===== src/rtl/sipo_frame_ctrl_pkg.sv =====
// Shared types and constants for the serial-in/parallel-out frame controller.
package sipo_frame_ctrl_pkg;

    // Bits per frame when the parent does not override WIDTH.
    localparam int DEFAULT_WIDTH = 4;

    // Controller states: IDLE waits for start, SHIFT assembles a frame.
    typedef enum logic {
        IDLE  = 1'b0,
        SHIFT = 1'b1
    } state_t;

    // Width of a counter that must hold the values 0..width.
    function automatic int cnt_width(input int width);
        return $clog2(width + 1);
    endfunction

endpackage


===== src/rtl/sipo_frame_ctrl_if.sv =====
// Control/data bundle between the frame controller and its user.
// master = the side driving serial bits and handshake; slave = the controller.
interface sipo_frame_ctrl_if
    import sipo_frame_ctrl_pkg::*;
#(
    parameter int WIDTH = DEFAULT_WIDTH
);
    localparam int CW = cnt_width(WIDTH);

    logic             start;
    logic             sin;
    logic             sin_valid;
    logic             out_ready;
    logic             clr_ovr;
    logic [WIDTH-1:0] pout;
    logic             pout_valid;
    logic             busy;
    logic [CW-1:0]    bit_cnt;
    logic             overrun;

    modport master (
        output start, sin, sin_valid, out_ready, clr_ovr,
        input  pout, pout_valid, busy, bit_cnt, overrun
    );

    modport slave (
        input  start, sin, sin_valid, out_ready, clr_ovr,
        output pout, pout_valid, busy, bit_cnt, overrun
    );

endinterface


===== src/rtl/sipo_shift.sv =====
// Right-shifting serial-in register: new bits enter at the MSB and walk toward
// bit 0, so after WIDTH shifts the first bit sits at q[0] (LSB-first framing).
module sipo_shift #(
    parameter int WIDTH = 4
) (
    input  logic             clk,
    input  logic             rst_n,
    input  logic             clr,
    input  logic             en,
    input  logic             sin,
    output logic [WIDTH-1:0] q
);

    logic [WIDTH-1:0] q_reg;
    logic [WIDTH-1:0] q_next;

    // Per-bit next value; clr wins and may capture the first bit in the same cycle.
    generate
        for (genvar gi = 0; gi < WIDTH; gi++) begin : g_bit
            if (gi == WIDTH - 1) begin : g_top
                assign q_next[gi] = clr ? (en & sin) : (en ? sin : q_reg[gi]);
            end else begin : g_low
                assign q_next[gi] = clr ? 1'b0 : (en ? q_reg[gi+1] : q_reg[gi]);
            end
        end
    endgenerate

    // Shift register state.
    always_ff @(posedge clk or negedge rst_n) begin
        if (!rst_n) begin
            q_reg <= '0;
        end else begin
            q_reg <= q_next;
        end
    end

    assign q = q_reg;

endmodule


===== src/rtl/sipo_frame_ctrl.sv =====
// Frame controller: counts accepted serial bits, hands each completed word to a
// valid/ready output register, and flags words dropped while that register is full.
module sipo_frame_ctrl
    import sipo_frame_ctrl_pkg::*;
#(
    parameter int WIDTH = DEFAULT_WIDTH
) (
    input  logic              clk,
    input  logic              rst_n,
    sipo_frame_ctrl_if.slave  bus
);

    localparam int            CW   = cnt_width(WIDTH);
    localparam logic [CW-1:0] LAST = CW'(WIDTH - 1);

    state_t           state_reg, state_next;
    logic [CW-1:0]    bit_cnt_reg, bit_cnt_next;
    logic [WIDTH-1:0] pout_reg, pout_next;
    logic             pout_valid_reg, pout_valid_next;
    logic             overrun_reg, overrun_next;

    logic [WIDTH-1:0] shift_q;
    logic [WIDTH-1:0] word;
    logic             accept;
    logic             complete;
    logic             load_word;
    logic             drop_word;
    logic             shift_lsb_unused;

    // A bit is taken on a start cycle or while shifting; idle strobes are ignored.
    assign accept    = bus.sin_valid & (bus.start | (state_reg == SHIFT));
    assign complete  = (state_reg == SHIFT) & ~bus.start & bus.sin_valid & (bit_cnt_reg == LAST);
    // The finished word is the register's next value, so it can load with zero latency.
    assign word      = {bus.sin, shift_q[WIDTH-1:1]};
    // The LSB is always shifted out by the time the last bit arrives.
    assign shift_lsb_unused = shift_q[0];
    assign load_word = complete & (~pout_valid_reg | bus.out_ready);
    assign drop_word = complete & pout_valid_reg & ~bus.out_ready;

    sipo_shift #(
        .WIDTH (WIDTH)
    ) u_shift (
        .clk   (clk),
        .rst_n (rst_n),
        .clr   (bus.start),
        .en    (accept),
        .sin   (bus.sin),
        .q     (shift_q)
    );

    // State, counter, output word and flag registers.
    always_ff @(posedge clk or negedge rst_n) begin
        if (!rst_n) begin
            state_reg      <= IDLE;
            bit_cnt_reg    <= '0;
            pout_reg       <= '0;
            pout_valid_reg <= 1'b0;
            overrun_reg    <= 1'b0;
        end else begin
            state_reg      <= state_next;
            bit_cnt_reg    <= bit_cnt_next;
            pout_reg       <= pout_next;
            pout_valid_reg <= pout_valid_next;
            overrun_reg    <= overrun_next;
        end
    end

    // Next-state, bit counting, output handshake and sticky overrun.
    always_comb begin
        state_next      = state_reg;
        bit_cnt_next    = bit_cnt_reg;
        pout_next       = pout_reg;
        pout_valid_next = pout_valid_reg;
        overrun_next    = overrun_reg;

        if (bus.start) begin
            state_next   = SHIFT;
            bit_cnt_next = bus.sin_valid ? CW'(1) : '0;
        end else if ((state_reg == SHIFT) && bus.sin_valid) begin
            if (bit_cnt_reg == LAST) begin
                state_next   = IDLE;
                bit_cnt_next = '0;
            end else begin
                bit_cnt_next = bit_cnt_reg + CW'(1);
            end
        end

        if (load_word) begin
            pout_next       = word;
            pout_valid_next = 1'b1;
        end else if (pout_valid_reg && bus.out_ready) begin
            pout_valid_next = 1'b0;
        end

        if (drop_word) begin
            overrun_next = 1'b1;
        end else if (bus.clr_ovr) begin
            overrun_next = 1'b0;
        end
    end

    assign bus.pout       = pout_reg;
    assign bus.pout_valid = pout_valid_reg;
    assign bus.busy       = (state_reg == SHIFT);
    assign bus.bit_cnt    = bit_cnt_reg;
    assign bus.overrun    = overrun_reg;

endmodule


===== src/flat_wrapper.sv =====
// flat-port wrapper written by rule: the top's interface ports become plain ports
module sipo_frame_ctrl_flat import sipo_frame_ctrl_pkg::*;
#(
    parameter int WIDTH = DEFAULT_WIDTH
)
  (clk, rst_n, bus_start, bus_sin, bus_sin_valid, bus_out_ready, bus_clr_ovr, bus_pout, bus_pout_valid, bus_busy, bus_bit_cnt, bus_overrun);
  sipo_frame_ctrl_if #(.WIDTH(WIDTH)) bus_i ();
  input  logic clk;
  input  logic rst_n;
  input wire logic [$bits(bus_i.start)-1:0] bus_start;
  input wire logic [$bits(bus_i.sin)-1:0] bus_sin;
  input wire logic [$bits(bus_i.sin_valid)-1:0] bus_sin_valid;
  input wire logic [$bits(bus_i.out_ready)-1:0] bus_out_ready;
  input wire logic [$bits(bus_i.clr_ovr)-1:0] bus_clr_ovr;
  output wire logic [$bits(bus_i.pout)-1:0] bus_pout;
  output wire logic [$bits(bus_i.pout_valid)-1:0] bus_pout_valid;
  output wire logic [$bits(bus_i.busy)-1:0] bus_busy;
  output wire logic [$bits(bus_i.bit_cnt)-1:0] bus_bit_cnt;
  output wire logic [$bits(bus_i.overrun)-1:0] bus_overrun;
  assign bus_i.start = bus_start;
  assign bus_i.sin = bus_sin;
  assign bus_i.sin_valid = bus_sin_valid;
  assign bus_i.out_ready = bus_out_ready;
  assign bus_i.clr_ovr = bus_clr_ovr;
  assign bus_pout = bus_i.pout;
  assign bus_pout_valid = bus_i.pout_valid;
  assign bus_busy = bus_i.busy;
  assign bus_bit_cnt = bus_i.bit_cnt;
  assign bus_overrun = bus_i.overrun;
  sipo_frame_ctrl #(.WIDTH(WIDTH)) u_core (.clk(clk), .rst_n(rst_n), .bus(bus_i));
endmodule

===== config.mk =====
export PLATFORM = sky130hd
export DESIGN_NAME = sipo_frame_ctrl_flat
export DESIGN_NICKNAME = d
export VERILOG_FILES = /design/src/rtl/sipo_frame_ctrl_pkg.sv /design/src/rtl/sipo_frame_ctrl_if.sv /design/src/rtl/sipo_shift.sv /design/src/rtl/sipo_frame_ctrl.sv /design/src/flat_wrapper.sv
export SDC_FILE = /design/constraint.sdc
export NUM_CORES = 1
export LEC_CHECK = 0
export ABC_CLOCK_PERIOD_IN_PS = 2000
export BUFFER_PORTS_ARGS = -buffer_cell sky130_fd_sc_hd__buf_4
export CAP_MARGIN = 20
export CORE_MARGIN = 1.5
export CORE_UTILIZATION = 46
export CTS_BUF_LIST = sky130_fd_sc_hd__clkbuf_8
export DETAILED_ROUTE_END_ITERATION = 12
export HOLD_SLACK_MARGIN = 0.05
export PLACE_DENSITY = 0.79
export SYNTH_ARGS = -nofsm -noshare
export SYNTH_HDL_FRONTEND = slang
export SYNTH_HIERARCHICAL = 1
export SYNTH_SLANG_ARGS = --single-unit

===== constraint.sdc =====
create_clock -name clk -period 2 [get_ports clk]
set_input_delay 0.5 -clock clk [delete_from_list [all_inputs] [get_ports clk]]
set_output_delay 0.5 -clock clk [all_outputs]
set_load 0.005 [all_outputs]

### Word-level counts from Yosys, hierarchy flattened

Cells that the tools add are included.

| word-level totals | value |
|---|---|
| output and inout bits | 10 |
| flip-flop bits (word level) | 14 |
| input bits | 7 |

| operators by class | value |
|---|---|
| mux-type cells | 19 |
| reduce and logical (&&, ||, !) cells | 8 |
| bitwise operators | 13 |
| $add $sub $neg | 1 |
| equal/unequal tests | 1 |

Operators by type and width:

| kind | count |
|---|---|
| $mux 1 | 16 |
| $reduce_bool 2->1 | 5 |
| $mux 3 | 3 |
| $and 1x1->1 | 8 |
| $add 3x1->3 const B | 1 |
| $eq 3x2->1 const B | 1 |
| $not 1->1 | 3 |
| $logic_and 1x1->1 | 2 |
| $or 1x1->1 | 2 |
| $reduce_and 2->1 | 1 |

### Longest topological paths before layout

| depth | value |
|---|---|
| depth in word-level cells | 7 |
| depth in mapped cells | 4 |
| mapped depth without buffers | 4 |

### Cells and area by module

Netlist, hierarchy kept.

Modules (own cells, without submodules):

| module | cells each | area an instance (um2) | instances |
|---|---|---|---|
| sipo_frame_ctrl | 36 | 445.4 | 1 |
| sipo_shift | 13 | 167.7 | 1 |

### Worst setup path after synthesis

Ideal clock, no wire load.

| path | value |
|---|---|
| path kind | reg-to-reg |
| from | register u_core.bit_cnt_reg[0], in the netlist u_core/bus.bit_cnt[0] |
| to | register u_core.pout_reg[3], in the netlist u_core/bus.pout[3] |
| stages on the path, launching flop included | 5 |
| slack | 0.523 ns |
| clock period less this slack | 1.477 ns |
| setup time | 0.125 ns |
| data required time | 1.875 ns |
| arrival time | 1.352 ns |
| cell sequence | dfrtp_1 ha_1 nand3b_2 nor4b_4 mux2_2 |

| on the way | value |
|---|---|
| cells in the longest elaborated chain, start to end | 3 |

Ends and longest elaborated chain:

| element | line | source |
|---|---|---|
| from (decl) | sipo_frame_ctrl.sv:17 | `logic [CW-1:0] bit_cnt_reg, bit_cnt_next;` |
| from (signal assigned) | sipo_frame_ctrl.sv:61 | `bit_cnt_reg <= bit_cnt_next;` |
| $eq 3x2->1 | sipo_frame_ctrl.sv:32 | `assign complete = (state_reg == SHIFT) & ~bus.start & bus.sin_valid & (bit_cnt_reg == LAST);` |
| $and 1x1->1 | sipo_frame_ctrl.sv:32 |  |
| $and 1x1->1 | sipo_frame_ctrl.sv:37 | `assign load_word = complete & (~pout_valid_reg \| bus.out_ready);` |
| to (signal assigned) | sipo_frame_ctrl.sv:62 | `pout_reg <= pout_next;` |
| to (decl) | sipo_frame_ctrl.sv:18 | `logic [WIDTH-1:0] pout_reg, pout_next;` |

No other way between the ends.
A chain may end at the register's enable or synchronous reset.

### Final worst setup path

Same ends and word-level chain as after synthesis.

==> metrics.yaml <==
dr.pass1.iters: 4
syn_area_um2: 574.3
grt.total_usage_pct: 14.60
avgRoutedWirePerCell_um: 12.00
grt_first_pass_wirelength_mm: 1.483
htreeDepth: 1
vias: 383
startpoint: "u_core/bus.bit_cnt[0]"
die_area_mm2: 0.001470
drtIter0Drc: 8
syn_inst: 46
max_freq_ghz: 0.6350
worst_slew_pin_slew_ns: 0.3408
cts_made_buffers: 3
antenna_found_initial: 0
drive_above_1_share_pct: 41.54
hold_viol: 0
tritoncts: "done"
path_max_fanout: 4
area_growth_pct: 29.85
syn-num-nets: 54
leakage_nw: 0.3990
endpoint_kind: "register"
clock_latency_ns: 0.24
port_buffers: 16
avgSynthCellArea_um2: 12.48
rsz0062_at_grt: "no"
finalSetupViolations: 0
core_area_mm2: 0.001141
outcome: "finished clean"
cts_hold_buf: 0
cap_violations: 0
io_pins: 17
viasPerCell: 4.848
p_per_area_mw_per_mm2: 826.2
layoutNonFillerInstCount: 79
die_h_um: 38.34
cp.arrival_ns: 1.69
drc: 0
fin_nets: 74
ctsResizeCount: 0
diodes: 0
skew_ns: 0.003007
period_minus_slack_ns: 1.575
root_buffer: "clkbuf_8"
cts_max_path_buffers: 2
startpoint_type: "register"
min_path_type: "in -> async"
yosys_warnings: 6
clock-sinks: 13
grt_pass1_vias: 380
die_w_um: 38.34
gr-total-overflow: 0
reg2reg_from: "u_core/bus.bit_cnt[0]"
core.rowCount: 12
finalCritPeriodShare_pct: 78.74
routed_wl_um: 948
fin_setup_tns_ns: 0
cp.required_ns: 2.12
grt_max_degree: 14
slew_viol_final: 0
ant_nets: 0
dp_cells: 75
largest_register_ff_count: 4
path_class: "reg -> reg"
clk_pin_slew_ns: 0.05
post-cts-setup-buffers: 0
start_util_pct: 50.33
hpwl_um: 731.6
max_slew_margin_pct: 77.18
vdd_drop_max_mv: 0.4993
gp_congestion: 0.8288
==> critical path, stage by stage, from the launching register on <==
cell and delay (ns):
dfrtp_1 0.38, ha_1 0.22, nand3b_2 0.13, nor4b_4 0.35, mux2_2 0.38
==> routing by layer <==
metal / wire length (um) / global-route usage (%)
met4: 0 / 2.586
met3: 37 / 3.488
met2: 485 / 25.85
met1: 424 / 18.18
met5: 0 / 0
==> cell usage in the layout, fill, tap and decap left out, drive strengths merged <==
cell,instances
buf,16
dfrtp,13
nand2,5
inv,4
mux2,4
clkbuf,3
nor2,3
nand3,2
mux2i,2
o21a,1
nand3b,1
and3,1
nand2b,1
nor4b,1
or3,1
o22ai,1
a21oi,1
nor2b,1
o31ai,1
a32o,1
ha,1
a22o,1
==> power by group <==
part / switching, mW / total [mW] / internal (mW)
logic: 0.0375 / 0.0935 / 0.0561
registers: 0.0153 / 0.302 / 0.287
clock network: 0.0855 / 0.220 / 0.135
total: 0.138 / 0.616 / 0.478
==> worst paths after layout <==
kind                                         end  slack, ns  depth (start not counted)
setup / recovery              u_core/bus.pout[3]       0.43                          4
hold / removal             u_core/bus.bit_cnt[1]       0.09                          1
setup reg to reg              u_core/bus.pout[3]       0.43                          4
hold reg to reg               u_core/bus.pout[0]       0.51                          1
max in group asynchronous     u_core/bus.pout[3]       1.75                          1
min in group clk              u_core/bus.overrun       0.46                          2
==> through the flow <==
stage               utilization (%)  total power [mW]  setup WS, ns  hold slack, ns  cell area, um2
CTS                           65.35            0.6295        0.4084         0.09374           745.7
detailed placement            61.40            0.4026        0.3964          0.3510           700.7
floorplan                         -            0.3470        0.5233          0.2044           574.3
finish                        65.35            0.6161        0.4253         0.09317           745.7
global route                  65.35            0.6435        0.3248          0.1048           745.7
global placement              61.40            0.3984        0.4316          0.3487           700.7
==> layout make-up <==
class / instances / area (um2)
Inverter: 3 / 11.26
Clock inverter: 1 / 3.754
Fill cell: 93 / 395.4
Timing Repair Buffer: 16 / 120.1
Tap cell: 14 / 17.52
Sequential cell: 13 / 325.3
Clock buffer: 3 / 41.29
Multi-Input combinational cell: 29 / 226.5
No activity file was read; power rests on OpenSTA's default activity.
